===== config.mk =====
export PLATFORM = sky130hd
export DESIGN_NAME = wishbone_timer_flat
export DESIGN_NICKNAME = d
export VERILOG_FILES = /design/src/rtl/wishbone_if.sv /design/src/rtl/wishbone_timer.sv /design/src/flat_wrapper.sv
export SDC_FILE = /design/constraint.sdc
export NUM_CORES = 1
export LEC_CHECK = 0
export ABC_CLOCK_PERIOD_IN_PS = 3200
export BUFFER_PORTS_ARGS = -buffer_cell sky130_fd_sc_hd__buf_2
export CAP_MARGIN = 30
export CORE_UTILIZATION = 40
export CTS_BUF_LIST = sky130_fd_sc_hd__clkbuf_2 sky130_fd_sc_hd__clkbuf_4 sky130_fd_sc_hd__clkbuf_8
export DETAILED_ROUTE_END_ITERATION = 10
export GPL_TIMING_DRIVEN = 0
export SYNTH_ARGS = -nofsm -noshare
export SYNTH_HDL_FRONTEND = slang
export SYNTH_SLANG_ARGS = --single-unit
export TNS_END_PERCENT = 10

===== constraint.sdc =====
create_clock -name clk -period 3.2 [get_ports clk]
set_input_delay 0.48 -clock clk [delete_from_list [all_inputs] [get_ports clk]]
set_output_delay 0.48 -clock clk [all_outputs]
set_load 0.1 [all_outputs]

===== src/rtl/wishbone_if.sv =====
// Classic Wishbone bus bundle (32-bit data, byte selects) shared by the SoC switch and its slaves.
interface wishbone_if;
    logic        cyc;
    logic        stb;
    logic        we;
    logic [3:0]  sel;
    logic [31:0] adr;
    logic [31:0] dat_w;
    logic [31:0] dat_r;
    logic        ack;

    modport master (
        output cyc, stb, we, sel, adr, dat_w,
        input  dat_r, ack
    );

    modport slave (
        input  cyc, stb, we, sel, adr, dat_w,
        output dat_r, ack
    );
endinterface


===== src/rtl/wishbone_timer.sv =====
// Memory-mapped 64-bit machine timer: prescaled mtime, mtimecmp compare and a level interrupt.
module wishbone_timer #(
    parameter int unsigned PRESCALE = 1
) (
    input  logic       clk,
    input  logic       reset,
    wishbone_if.slave  wishbone,
    output logic       o_irq
);

    localparam int unsigned DW = 32;
    localparam int unsigned TW = 64;
    localparam int unsigned PW = 16;
    localparam int unsigned BW = DW / 8;
    localparam logic [PW-1:0] PCNT_MAX = PW'(PRESCALE - 1);

    typedef enum logic [2:0] {
        OFF_MTIME_LO    = 3'd0,
        OFF_MTIME_HI    = 3'd1,
        OFF_MTIMECMP_LO = 3'd2,
        OFF_MTIMECMP_HI = 3'd3,
        OFF_CTRL        = 3'd4,
        OFF_STATUS      = 3'd5,
        OFF_RSVD6       = 3'd6,
        OFF_RSVD7       = 3'd7
    } reg_off_e;

    logic [TW-1:0] mtime_q,     mtime_d;
    logic [TW-1:0] mtimecmp_q,  mtimecmp_d;
    logic [DW-1:0] hi_shadow_q, hi_shadow_d;
    logic [PW-1:0] pcnt_q,      pcnt_d;
    logic          en_q,        en_d;
    logic          irq_en_q,    irq_en_d;
    logic          ack_q,       ack_d;
    logic [DW-1:0] dat_r_q,     dat_r_d;

    logic     accept_c;
    logic     tick_c;
    logic     cmp_ge_c;
    reg_off_e off_c;
    logic     unused_adr_c;

    // Byte-lane merge of a write into an existing 32-bit register image.
    function automatic logic [DW-1:0] merge_bytes(
        input logic [DW-1:0] old_val,
        input logic [DW-1:0] wr_val,
        input logic [BW-1:0] sel
    );
        logic [DW-1:0] res;
        res = old_val;
        for (int i = 0; i < int'(BW); i++) begin
            if (sel[i]) begin
                res[i*8 +: 8] = wr_val[i*8 +: 8];
            end
        end
        return res;
    endfunction

    assign accept_c     = wishbone.cyc & wishbone.stb & ~ack_q;
    assign off_c        = reg_off_e'(wishbone.adr[4:2]);
    assign tick_c       = en_q && (pcnt_q == PCNT_MAX);
    assign cmp_ge_c     = (mtime_q >= mtimecmp_q);
    assign unused_adr_c = ^{wishbone.adr[31:5], wishbone.adr[1:0]};

    always_comb begin
        mtime_d     = tick_c ? (mtime_q + TW'(1)) : mtime_q;
        mtimecmp_d  = mtimecmp_q;
        hi_shadow_d = hi_shadow_q;
        en_d        = en_q;
        irq_en_d    = irq_en_q;
        dat_r_d     = dat_r_q;
        ack_d       = accept_c;
        pcnt_d      = pcnt_q;

        if (accept_c && wishbone.we) begin
            // A bus write to either mtime half overrides the tick for the full 64 bits.
            unique case (off_c)
                OFF_MTIME_LO:
                    mtime_d = {mtime_q[TW-1:DW],
                               merge_bytes(mtime_q[DW-1:0], wishbone.dat_w, wishbone.sel)};
                OFF_MTIME_HI:
                    mtime_d = {merge_bytes(mtime_q[TW-1:DW], wishbone.dat_w, wishbone.sel),
                               mtime_q[DW-1:0]};
                OFF_MTIMECMP_LO:
                    mtimecmp_d[DW-1:0]  = merge_bytes(mtimecmp_q[DW-1:0], wishbone.dat_w,
                                                      wishbone.sel);
                OFF_MTIMECMP_HI:
                    mtimecmp_d[TW-1:DW] = merge_bytes(mtimecmp_q[TW-1:DW], wishbone.dat_w,
                                                      wishbone.sel);
                OFF_CTRL: begin
                    if (wishbone.sel[0]) begin
                        en_d     = wishbone.dat_w[0];
                        irq_en_d = wishbone.dat_w[1];
                    end
                end
                OFF_STATUS, OFF_RSVD6, OFF_RSVD7: begin
                end
                default: begin
                end
            endcase
        end

        if (accept_c && !wishbone.we) begin
            unique case (off_c)
                OFF_MTIME_LO: begin
                    dat_r_d     = mtime_q[DW-1:0];
                    hi_shadow_d = mtime_q[TW-1:DW];
                end
                OFF_MTIME_HI:    dat_r_d = hi_shadow_q;
                OFF_MTIMECMP_LO: dat_r_d = mtimecmp_q[DW-1:0];
                OFF_MTIMECMP_HI: dat_r_d = mtimecmp_q[TW-1:DW];
                OFF_CTRL:        dat_r_d = {(DW-2)'(0), irq_en_q, en_q};
                OFF_STATUS:      dat_r_d = {(DW-1)'(0), cmp_ge_c};
                OFF_RSVD6, OFF_RSVD7: dat_r_d = '0;
                default:         dat_r_d = '0;
            endcase
        end

        // Prescaler only advances while EN is set both now and next cycle.
        if (!en_q || !en_d || tick_c) begin
            pcnt_d = '0;
        end else begin
            pcnt_d = pcnt_q + PW'(1);
        end
    end

    always_ff @(posedge clk) begin
        if (reset) begin
            mtime_q     <= '0;
            mtimecmp_q  <= '1;
            hi_shadow_q <= '0;
            pcnt_q      <= '0;
            en_q        <= 1'b0;
            irq_en_q    <= 1'b0;
            ack_q       <= 1'b0;
            dat_r_q     <= '0;
        end else begin
            mtime_q     <= mtime_d;
            mtimecmp_q  <= mtimecmp_d;
            hi_shadow_q <= hi_shadow_d;
            pcnt_q      <= pcnt_d;
            en_q        <= en_d;
            irq_en_q    <= irq_en_d;
            ack_q       <= ack_d;
            dat_r_q     <= dat_r_d;
        end
    end

    assign wishbone.ack   = ack_q;
    assign wishbone.dat_r = dat_r_q;
    assign o_irq          = irq_en_q & cmp_ge_c;

endmodule


===== src/flat_wrapper.sv =====
// flat-port wrapper written by rule: the top's interface ports become plain ports
module wishbone_timer_flat 
#(
    parameter int unsigned PRESCALE = 1
)
  (clk, reset, o_irq, wishbone_cyc, wishbone_stb, wishbone_we, wishbone_sel, wishbone_adr, wishbone_dat_w, wishbone_dat_r, wishbone_ack);
  wishbone_if wishbone_i ();
  input  logic clk;
  input  logic reset;
  output logic o_irq;
  input wire logic [$bits(wishbone_i.cyc)-1:0] wishbone_cyc;
  input wire logic [$bits(wishbone_i.stb)-1:0] wishbone_stb;
  input wire logic [$bits(wishbone_i.we)-1:0] wishbone_we;
  input wire logic [$bits(wishbone_i.sel)-1:0] wishbone_sel;
  input wire logic [$bits(wishbone_i.adr)-1:0] wishbone_adr;
  input wire logic [$bits(wishbone_i.dat_w)-1:0] wishbone_dat_w;
  output wire logic [$bits(wishbone_i.dat_r)-1:0] wishbone_dat_r;
  output wire logic [$bits(wishbone_i.ack)-1:0] wishbone_ack;
  assign wishbone_i.cyc = wishbone_cyc;
  assign wishbone_i.stb = wishbone_stb;
  assign wishbone_i.we = wishbone_we;
  assign wishbone_i.sel = wishbone_sel;
  assign wishbone_i.adr = wishbone_adr;
  assign wishbone_i.dat_w = wishbone_dat_w;
  assign wishbone_dat_r = wishbone_i.dat_r;
  assign wishbone_ack = wishbone_i.ack;
  wishbone_timer #(.PRESCALE(PRESCALE)) u_core (.clk(clk), .reset(reset), .wishbone(wishbone_i), .o_irq(o_irq));
endmodule

# == Word-level counts from Yosys, hierarchy flattened ==
# Index checks and enable logic that the tools add are counted.
# Widths: inputs -> output; s select.
# totals
latch_bits,0
reg_bits,211
mem_bits_ro,0
n_memories,0
elab_cells,87
mem_bits_rw,0
# op_classes
div,0
bitwise_logic,4
n_eq_ne,17
multipliers,0
n_mux,11
n_addsub,2
n_lt_le_gt_ge,1
shifts,0
reduce_logical,30
# op_table
op,n
$pmux 32 s7,1
$mux 64,2
$pmux 64 s2,1
$add 64x1->64 const B,1
$ge 64x64->1,1
$mux 8,4
$reduce_and 3->1,9
$ne 3x3->1 const B,8
$reduce_and 2->1,9
$add 16x1->16 const B,1
$logic_not 16->1,1
$eq 3x3->1 const B,4
$eq 3x2->1 const B,2
$ne 2x2->1 const B,2
$reduce_or 2->1,2
$and 1x1->1,3
$eq 3x1->1 const B,1
$logic_and 1x1->1,3
$logic_not 1->1,3
$logic_not 3->1,1
$mux 1,3
$logic_or 1x1->1,2
$not 1->1,1

# == Longest topological paths before layout ==
# depth
word_depth,8
mapped_depth,10
mapped_depth_nobuf,8

# == Least setup slack after synthesis ==
# Ideal clock, no wire load.
# synth_path
path_type,register -> output
startpoint,reg u_core.mtime_q[45]
endpoint,out o_irq
t_arrival_ns,2.871
path_stages_with_launch,8
path_buffers,0
slack_ns,-0.151
required_time_ns,2.720
cell_sequence,dfxtp_1 ha_1 nand4_1 nor4_1 nand4b_1 o22ai_1 a2111oi_0 nor2_1
# synth_between
elab_chain_cells,2
# synth_lines
item,line_no,text
"start, declared",wishbone_timer.sv:28,"logic [TW-1:0] mtime_q, mtime_d;"
"start signal, assigned",wishbone_timer.sv:138,mtime_q <= mtime_d;
$ge 64x64->1,wishbone_timer.sv:62,assign cmp_ge_c = (mtime_q >= mtimecmp_q);
$and 1x1->1,wishbone_timer.sv:151,assign o_irq = irq_en_q & cmp_ge_c;
"end, declared",flat_wrapper.sv:10,output logic o_irq;
# Every way passes these cells.

# == Final worst setup path ==
# layout_path
startpoint,reg u_core.mtimecmp_q[33]
endpoint,out o_irq
# layout_between
elab_chain_cells,2
# layout_lines
item,line_no,text
"start, declared",wishbone_timer.sv:29,"logic [TW-1:0] mtimecmp_q, mtimecmp_d;"
"start signal, assigned",wishbone_timer.sv:139,mtimecmp_q <= mtimecmp_d;
$ge 64x64->1,wishbone_timer.sv:62,
$and 1x1->1,wishbone_timer.sv:151,
# Every way passes these cells.

==> out/results.txt <==
Bufs and invs on worst path - 3
CTS tree - done
worst skew pair latency - 0.57 ns
worst clock skew - 0.02675 ns
distinct cell type count after synthesis - 69
prevailing post-synth register cell - dfxtp_1
beginning of the worst hold path - wishbone_stb
Synth top area share - 35.47%
worst-path maximum fanout - 3
Starting Density - 41.05%
starting DRC count in detailed routing - 1440
gpl congestion - 1.005
Post-route DRC - 0
FF+latch count, synth - 211
clock-pin slew on the worst setup and hold paths - 0.06 ns
FF-to-FF Start - u_core.wishbone.ack
core footprint - 0.02901 mm2
final setup violation count - 1
Hold Crit Class - in -> reg
Startpoint Class - register
CTS Root Cell - clkbuf_8
WL/cell - 24.64 um
Syn-to-layout area delta - 17.34%
slowest CP cell - dfxtp_1
H-tree depth - 2
outcome - finished, violations left
Nets - 1775
fill count - 3001
CP max stage delay - 0.36 ns
Mapped Avg Cell Area - 7.908 um2
final hold violations - 0
critical path arrival - 2.83 ns
top cells by instance count after synthesis - nand2_1, dfxtp_1, nor2_1, clkbuf_1, a21oi_1
max_slew headroom - 30.98%
crit end category - output pin
min Tclk post-route - 3.306 ns
worst path cell trace - inv_2 -> ha_4 -> nand4_1 -> nor4_2 -> buf_4 -> nand4b_1 -> o22ai_4 -> a2111oi_4 -> nor2_2 -> buf_12
pwr dens - 437.0 mW/mm2
vias in the first global route - 12150
Final Non-Filler Cells - 2044
antenna violations before repair - 0
Vias - 12810
post-route ant nets - 0
peak supply drop - 0.0002540 V
row cnt - 62
RSZ-0062 raised after global routing - yes
register area share after synthesis - 35.47%
Antenna diodes - 0
failing checks - setup timing
Crit. Startpoint - u_core.mtimecmp_q[33]
yosys warns - 0
post-DR vias/cell - 6.268
Post-Syn Instances - 1506
# hold bufs at CTS - 0
Overflow after GRT - 0
WS Path Type - reg -> out
max_cap viols - 0
die height - 174.6 um
DRT Wirelength - 50.36 mm
Die Wd - 174.6 um
share of cells above drive strength 1 - 14.10%
placed cells - 1970
dpl hpwl - 36.68 mm
fin. max-slew vios - 0
TritonCTS sink count - 211
Crit path max-delay family - simple AND/OR/NAND/NOR gates
maximum clock insertion buffer count - 3
Synth async-reset ratio - 0%
synth top area cells - dfxtp_1, ha_1, nand2_1
Final period util - 103.3%
largest net degree at the start of global routing - 11
drt pass-1 iters - 6
EDFF count, synth - 0
critical path required time - 2.72 ns
Die Area - 0.03047 mm2
setup TNS - -0.1062 ns
first-pass GRT wire length - 75.28 mm
area leader, netlist - dfxtp_1
Total GRT Usage - 32.68%
Cell Area, Synth - 0.01191 mm2
final setup margin - -0.1062 ns
Port Buffer Count - 74
Slew @ Worst Pin - 1.035 ns
Net Count, Synth - 1646
number of CTS-inserted buffers - 41
FMAX - 302.5 MHz
IO Pins - 107
leakage - 5.519 nW
count leader, synth - nand2_1
cell families after synthesis:
kind of cell / after synthesis / synth area share, %
AND/OR/NAND/NOR: 567 / 23.49
adder cells (fa/ha/maj): 67 / 7.039
buffers and inverters: 190 / 6.019
flip-flops: 211 / 35.47
XOR/XNOR: 36 / 2.647
AO/OA/AOI/OAI: 424 / 24.18
multiplexers: 11 / 1.156
layer usage:
metal  vias to the layer above  routed length, um  track usage (%)
met2                       727              21890            50.32
met3                       146               4457            4.921
met4                         0               2611            16.38
met5                         -                  0                0
li1                       5816                  -                -
met1                      6123              21390            44.38
repair_timing:
action | CTS | global route
gates resized for setup | 26 | 49
buffers inserted | 4 | 2
endpoints found under the setup margin | 11 | 50
pin swaps | 7 | 11
worst reg2reg max path: stages, from the launching register on:
cell and delay (ns):
dfxtp_1 0.33, and4b_1 0.51, clkbuf_1 0.45, nand2_1 0.23, clkbuf_1 0.41, clkbuf_2 0.40
o21ai_1 0.41, a22oi_1 0.19, o211ai_1 0.18
path summary, 6_finish.rpt:
check	to	slack [ns]	cells past startpoint
worst max-delay path	o_irq	-0.11	10
worst min-delay path	u_core.wishbone.ack	0.18	3
worst max register to register	u_core.mtime_q[60]	0.02	8
worst min register to register	u_core.hi_shadow_q[23]	0.45	2
where the power goes:
| group | switching (W) | internal [W] |
|---|---|---|
| sequential | 0.0000249 | 0.00266 |
| combinational | 0.000459 | 0.000119 |
| clock | 0.00122 | 0.00162 |
through the flow:
| stage | hold slack (ns) | setup slack, ns | cell area (um2) | utilization [%] | total power (W) |
|---|---|---|---|---|---|
| global placement | 0.4419 | -0.6661 | 12760 | 43.99 | 0.003295 |
| global route | 0.1911 | -0.1490 | 13980 | 48.17 | 0.006280 |
| finish | 0.1757 | -0.1062 | 13980 | 48.17 | 0.006108 |
| CTS | 0.1593 | -0.08190 | 13800 | 47.56 | 0.006114 |
| detailed placement | 0.4485 | -0.3457 | 12830 | 44.22 | 0.003301 |
| floorplan | 0.4331 | 0.2946 | 11910 | - | 0.003074 |
area by class of cell:
class / count / area [um2] / area share (%)
tap: 384 / 480.5 / 3.438
timing repair buffer: 86 / 481.7 / 3.447
clock inverter: 3 / 20.02 / 0.1432
clock buffer: 65 / 825.8 / 5.909
sequential: 211 / 4254 / 30.44
buffer: 112 / 431.7 / 3.089
inverter: 78 / 292.8 / 2.095
multi-input combinational: 1105 / 7189 / 51.44
state kept, by name (all words and copies together), names as in the netlist:
name	count
u_core.pcnt_q	16
u_core.hi_shadow_q	32
u_core.mtime_q	64
u_core.en_q	1
u_core.wishbone.dat_r	32
u_core.irq_en_q	1
u_core.mtimecmp_q	64
u_core.wishbone.ack	1
placed cells by master, fill, tap and decap left out, types with 39 or more instances in the layout:
cell / synthesis / routed
a21oi_1: 85 / 83
buf_2: 2 / 78
nand4_1: 42 / 42
o211ai_1: 77 / 77
ha_1: 67 / 62
inv_1: 78 / 74
nand2_1: 220 / 218
clkbuf_8: 0 / 54
nor2_1: 104 / 102
a22oi_1: 74 / 73
nand3_1: 40 / 39
o21ai_0: 59 / 55
dfxtp_1: 211 / 189
clkbuf_1: 103 / 97
(Power assumes the default switching activity.)
